--- config.mk ---
export PLATFORM = sky130hd
export DESIGN_NAME = fifo_read_packer_flat
export DESIGN_NICKNAME = d
export VERILOG_FILES = /design/src/rtl/fifo_read_packer_pkg.sv /design/src/rtl/fifo_read_packer_if.sv /design/src/rtl/fifo_read_packer.sv /design/src/flat_wrapper.sv
export SDC_FILE = /design/constraint.sdc
export NUM_CORES = 1
export LEC_CHECK = 0
export BUFFER_PORTS_ARGS = -buffer_cell sky130_fd_sc_hd__buf_2
export CAP_MARGIN = 20
export CORE_AREA = 2 2 46 48
export DETAILED_ROUTE_END_ITERATION = 16
export DIE_AREA = 0 0 48 50
export PLACE_DENSITY = 0.78
export SLEW_MARGIN = 20
export SYNTH_ARGS = -nofsm -noshare
export SYNTH_HDL_FRONTEND = slang
export SYNTH_SLANG_ARGS = --single-unit
--- constraint.sdc ---
create_clock -name clk -period 1.4 [get_ports clk]
set_clock_uncertainty 0.2 [all_clocks]
set_input_delay 0.07 -clock clk [delete_from_list [all_inputs] [get_ports clk]]
set_output_delay 0.07 -clock clk [all_outputs]
set_load 0.05 [all_outputs]
--- src/rtl/fifo_read_packer_pkg.sv ---
// Shared types and default geometry for the FIFO read-side packer.
// Optional partial-word flush is enabled by defining READER_FLUSH_EN.
package fifo_read_packer_pkg;

    typedef enum logic {
        FILL = 1'b0,
        HOLD = 1'b1
    } state_t;

    localparam int DEF_MEMORY_WIDTH = 4;
    localparam int DEF_PACK_RATIO   = 4;

endpackage

--- src/rtl/fifo_read_packer_if.sv ---
// FIFO read port plus wide-word valid/ready output; master side is the packer.
// flush/out_cnt exist only when READER_FLUSH_EN is defined.
interface fifo_read_packer_if
    import fifo_read_packer_pkg::*;
#(
    parameter int MEMORY_WIDTH = DEF_MEMORY_WIDTH,
    parameter int PACK_RATIO   = DEF_PACK_RATIO,
    parameter int CNT_SIZE     = 2
);
    logic                                 fifo_empty;
    logic [MEMORY_WIDTH-1:0]              fifo_rdata;
    logic                                 fifo_r_en;
    logic                                 out_ready;
    logic                                 out_valid;
    logic [MEMORY_WIDTH*PACK_RATIO-1:0]   out_data;
`ifdef READER_FLUSH_EN
    logic                                 flush;
    logic [CNT_SIZE:0]                    out_cnt;

    modport master (
        input  fifo_empty, fifo_rdata, out_ready, flush,
        output fifo_r_en, out_valid, out_data, out_cnt
    );
    modport slave (
        output fifo_empty, fifo_rdata, out_ready, flush,
        input  fifo_r_en, out_valid, out_data, out_cnt
    );
`else
    modport master (
        input  fifo_empty, fifo_rdata, out_ready,
        output fifo_r_en, out_valid, out_data
    );
    modport slave (
        output fifo_empty, fifo_rdata, out_ready,
        input  fifo_r_en, out_valid, out_data
    );
`endif
endinterface

--- src/rtl/fifo_read_packer.sv ---
// Drains fifo_synch and packs PACK_RATIO entries (first read in the LSBs) into one valid/ready word;
// out_valid rises 2 cycles after the final read, reads stop while a word waits. Flush via READER_FLUSH_EN.
module fifo_read_packer
    import fifo_read_packer_pkg::*;
#(
    parameter int MEMORY_WIDTH = DEF_MEMORY_WIDTH,
    parameter int PACK_RATIO   = DEF_PACK_RATIO,
    parameter int CNT_SIZE     = 2
) (
    input  logic               clk,
    input  logic               rst,
    fifo_read_packer_if.master bus
);
    localparam int OUT_WIDTH = MEMORY_WIDTH * PACK_RATIO;

    state_t                state;
    state_t                state_nxt;
    logic [CNT_SIZE-1:0]   cnt;
    logic                  pend;
    logic [OUT_WIDTH-1:0]  data_q;
    logic [CNT_SIZE:0]     in_use;
    logic                  last_capture;
    logic                  flush_go;
    logic                  r_en;

    // Slots already filled plus the read still in flight bound further requests.
    assign in_use       = {1'b0, cnt} + {{CNT_SIZE{1'b0}}, pend};
    assign last_capture = pend && (cnt == CNT_SIZE'(PACK_RATIO - 1));

`ifdef READER_FLUSH_EN
    assign flush_go = (state == FILL) && bus.flush && !pend && (cnt != '0);
    assign r_en     = (state == FILL) && !bus.fifo_empty && !bus.flush
                      && (in_use < (CNT_SIZE+1)'(PACK_RATIO));
`else
    assign flush_go = 1'b0;
    assign r_en     = (state == FILL) && !bus.fifo_empty
                      && (in_use < (CNT_SIZE+1)'(PACK_RATIO));
`endif

    assign bus.fifo_r_en = r_en;
    assign bus.out_valid = (state == HOLD);
    assign bus.out_data  = data_q;

    always_comb begin
        state_nxt = state;
        case (state)
            FILL:    if (last_capture || flush_go) state_nxt = HOLD;
            HOLD:    if (bus.out_ready)            state_nxt = FILL;
            default: state_nxt = FILL;
        endcase
    end

    always_ff @(posedge clk) begin
        if (rst) begin
            state <= FILL;
        end else begin
            state <= state_nxt;
        end
    end

    always_ff @(posedge clk) begin
        if (rst) begin
            cnt    <= '0;
            pend   <= 1'b0;
            data_q <= '0;
        end else begin
            pend <= r_en;
            if (state == FILL) begin
                if (pend) begin
                    for (int k = 0; k < PACK_RATIO; k++) begin
                        if (cnt == CNT_SIZE'(k)) begin
                            data_q[k*MEMORY_WIDTH +: MEMORY_WIDTH] <= bus.fifo_rdata;
                        end
                    end
                    cnt <= last_capture ? '0 : cnt + CNT_SIZE'(1);
                end else if (flush_go) begin
                    cnt <= '0;
                end
            end else if (bus.out_ready) begin
                // Cleared slots make a later flushed word zero-padded.
                data_q <= '0;
            end
        end
    end

`ifdef READER_FLUSH_EN
    logic [CNT_SIZE:0] out_cnt_q;

    always_ff @(posedge clk) begin
        if (rst) begin
            out_cnt_q <= '0;
        end else if (state == FILL) begin
            if (last_capture) begin
                out_cnt_q <= (CNT_SIZE+1)'(PACK_RATIO);
            end else if (flush_go) begin
                out_cnt_q <= {1'b0, cnt};
            end
        end else if (bus.out_ready) begin
            out_cnt_q <= '0;
        end
    end

    assign bus.out_cnt = out_cnt_q;
`endif
endmodule

--- src/flat_wrapper.sv ---
// flat-port wrapper written by rule: the top's interface ports become plain ports
module fifo_read_packer_flat import fifo_read_packer_pkg::*;
#(
    parameter int MEMORY_WIDTH = DEF_MEMORY_WIDTH,
    parameter int PACK_RATIO   = DEF_PACK_RATIO,
    parameter int CNT_SIZE     = 2
)
  (clk, rst, bus_fifo_empty, bus_fifo_rdata, bus_out_ready, bus_fifo_r_en, bus_out_valid, bus_out_data);
  fifo_read_packer_if #(.MEMORY_WIDTH(MEMORY_WIDTH), .PACK_RATIO(PACK_RATIO), .CNT_SIZE(CNT_SIZE)) bus_i ();
  input  logic clk;
  input  logic rst;
  input wire logic [$bits(bus_i.fifo_empty)-1:0] bus_fifo_empty;
  input wire logic [$bits(bus_i.fifo_rdata)-1:0] bus_fifo_rdata;
  input wire logic [$bits(bus_i.out_ready)-1:0] bus_out_ready;
  output wire logic [$bits(bus_i.fifo_r_en)-1:0] bus_fifo_r_en;
  output wire logic [$bits(bus_i.out_valid)-1:0] bus_out_valid;
  output wire logic [$bits(bus_i.out_data)-1:0] bus_out_data;
  assign bus_i.fifo_empty = bus_fifo_empty;
  assign bus_i.fifo_rdata = bus_fifo_rdata;
  assign bus_i.out_ready = bus_out_ready;
  assign bus_fifo_r_en = bus_i.fifo_r_en;
  assign bus_out_valid = bus_i.out_valid;
  assign bus_out_data = bus_i.out_data;
  fifo_read_packer #(.MEMORY_WIDTH(MEMORY_WIDTH), .PACK_RATIO(PACK_RATIO), .CNT_SIZE(CNT_SIZE)) u_core (.clk(clk), .rst(rst), .bus(bus_i));
endmodule
==> qor.yml <==
status: "finished with violations"
violations: "negative hold slack, negative setup slack"
switching_share_pct: 26.2
syn_inst: 80
final_cell_area_um2: 1160
hold_viol: 1
dp_cells: 132
slew_violations: 0
synth_top_area_share_pct: 50.6
crit_path_max_fanout: 3
clock-sinks: 20
fill_cells: 173
worstPathArrival_ns: 1.23
wl_per_cell_um: 12.4
die_h_um: 50
grt_max_degree: 17
dieWidth_um: 48
crit_path_cell_trace: "buf_6 -> a311oi_4 -> buf_6"
synth-async-reset-ratio_pct: 0
setup_slack_ns: -0.0962
multi_input_area_um2: 392
min_from: "bus_fifo_empty"
ys_ff_latch: 20
post_dp_cell_area_um2: 965
syn_avg_cell_area_um2: 9.90
finalNonFillerCells: 149
required_ns: 1.13
cap_violations: 0
hold_buffers: 6
core_region_area_um2: 1900
worstReg2RegEnd: "u_core.bus.out_data[0]"
crit_cells: 3
fmax_ghz: 0.668
leakage_nw: 0.502
cp_slowest_stage_delay_ns: 0.36
worstMarginPinSlew_ns: 0.313
synth_most_common_cell: "dfxtp_1"
fin_crit_ns: 1.50
yosys-top-cells-count: "20 x dfxtp_1, 16 x nand3_1, 11 x o21ai_0, 5 x nand2b_1, 5 x o21ai_1"
slew_headroom_pct: 79.1
critPathSlowestCell: "dfxtp_2"
diodes: 0
finalSetupViolCount: 9
intPower_uw: 815
grt_pass1_vias: 657
seqPwrFrac_pct: 53.9
rows: 16
antenna_left: 0
hpwl_um: 1230
syn_nets: 92
synth_warnings: 0
rr_worst_depth: 6
switchingPower_uw: 289
regArea_um2: 410
ys.flop_type: "dfxtp_1"
crit_path_frequent_cell: "buf_6"
track_usage_pct: 16.9
grt_setup_unrepaired: "true"
power.density_nw_per_um2: 952
min_path_type: "in2reg"
htreeDepth: 1
synth_edf_count: 0
power_mw: 1.10
drc: 0
first_pass_iters: 4
clk_path_buf_depth: 2
whs_ns: -0.146
power_frac_comb_pct: 16.0
rrSetupSlack_ns: -0.04
path_buf_inv: 2
yosysTopAreaCell: "dfxtp_1"
portBuffers: 25
numCtsBuffers: 3
hold_depth: 3
vdd_ir_drop_max_mv: 0.487
area_growth_pct: 46.3
ios: 26
start_util_pct: 41.6
ys_seq_area_share_pct: 50.6
drive_gt1_share_pct: 41.0
path_class: "reg2out"
p_clk_share_pct: 30.2
fin_nets: 135
clock_latency_ns: 0.29
synth_cell_types: 17
post-route-util_pct: 60.9
viasPerCell: 4.87
yosys-top-cells-area: "dfxtp_1 51%, nand3_1 10%, o21ai_0 7.0%"
clkTransAtPathRegs_ns: 0.11
grt_overflow: 0
antenna_found_initial: 0
cts_root_buffer: "clkbuf_4"
num_vias: 725
drt_wl_total_um: 1850
syn_area_um2: 792
hold_path_end: "u_core.pend"
die_area_um2: 2400
end_kind: "output pin"
min_period_over_period_pct: 107
cts_tree: "built"
cp_top_family: "flip-flops"
grt_pass1_wl_um: 2870
initialDrtViolationCount: 10
r2r_start: "u_core.cnt[0]"
finalWeightedCongestion: 0.725
startpoint_type: "flop"
-- placed cells by master, fill, tap and decap left out --
cell type / count
a21oi_1: 1
a21oi_4: 1
a311oi_4: 1
buf_2: 24
buf_4: 5
buf_6: 5
clkbuf_4: 3
clkbuf_8: 1
dfxtp_1: 16
dfxtp_2: 2
dfxtp_4: 2
dlygate4sd3_1: 6
ha_1: 3
ha_4: 1
inv_4: 2
mux2i_1: 2
nand2b_1: 5
nand3_1: 16
nand3b_1: 2
nand3b_2: 2
nor2_1: 3
nor2b_1: 2
nor2b_2: 1
o21ai_0: 4
o21ai_1: 12
-- worst max path at each step --
stage	startpoint	end	slack, ns
finish	u_core.cnt[1]	bus_fifo_r_en	-0.1
global route	u_core.cnt[0]	u_core.bus.out_data[0]	-0.16
CTS	u_core.cnt[0]	bus_fifo_r_en	-0.12
detailed placement	u_core.cnt[0]	u_core.bus.out_data[3]	-0.04
global placement	u_core.cnt[0]	u_core.cnt[1]	0.05
floorplan	u_core.bus.out_valid	u_core.pend	-0.09
-- per-stage QoR --
| step | hold WS [ns] | setup TNS, ns | setup slack (ns) |
|---|---|---|---|
| global placement | 0.169 | 0 | 0.0501 |
| global route | -0.161 | -1.52 | -0.164 |
| detailed placement | 0.173 | -0.0499 | -0.0377 |
| CTS | -0.154 | -0.424 | -0.121 |
| floorplan | -0.00158 | -0.0901 | -0.0901 |
| finish | -0.146 | -0.251 | -0.0962 |
-- state kept, by name, indices dropped and copies added, names as in the netlist --
name,flops
u_core.bus.out_data,16
u_core.bus.out_valid,1
u_core.cnt,2
u_core.pend,1
-- power groups by stage --
stage / sequential [mW] / combinational [mW] / clock (mW)
floorplan: 0.641 / 0.0595 / 0
global placement: 0.607 / 0.125 / 0
detailed placement: 0.608 / 0.127 / 0
CTS: 0.594 / 0.158 / 0.345
global route: 0.597 / 0.191 / 0.375
finish: 0.595 / 0.176 / 0.333
-- area by class of cell --
class	instances	area share [%]
sequential	20	35.4
multi-input combinational	56	33.8
timing repair buffer	40	23.7
clock buffer	4	3.13
tap	27	2.92
inverter	2	1.08
-- worst reg2reg max path, delay by kind of cell, from the launching register on --
family	cells	cell delay [ns]
AO/OA/AOI/OAI	1	0.07
adder cells (fa/ha/maj)	1	0.11
buffers and inverters	2	0.18
flip-flops	1	0.37
AND/OR/NAND/NOR	2	0.41
-- routing by layer --
| metal | up-vias | part of all wire, % | track usage, % |
|---|---|---|---|
| met5 | - | 0 | 0 |
| met4 | 0 | 0.49 | 6.76 |
| met3 | 2 | 3.8 | 3.30 |
| met2 | 24 | 53 | 28.4 |
| met1 | 327 | 43 | 20.0 |
| li1 | 372 | - | - |
-- repair_timing --
| action | 4_1_cts | 5_1_grt |
|---|---|---|
| endpoints found under the setup margin | 10 | 18 |
| setup buffers | 4 | 3 |
| gates resized for setup | 15 | 8 |
| hold endpoints to repair | 20 | 1 |
| pin swaps | 9 | 4 |
-- logic make-up after synthesis --
logic type / synth area share [%]
AND/OR/NAND/NOR: 22.9
multiplexers: 2.53
flip-flops: 50.6
buffers and inverters: 3.79
AO/OA/AOI/OAI: 13.9
adder cells (fa/ha/maj): 6.32
Note: power is estimated with default switching activity, not from simulation.
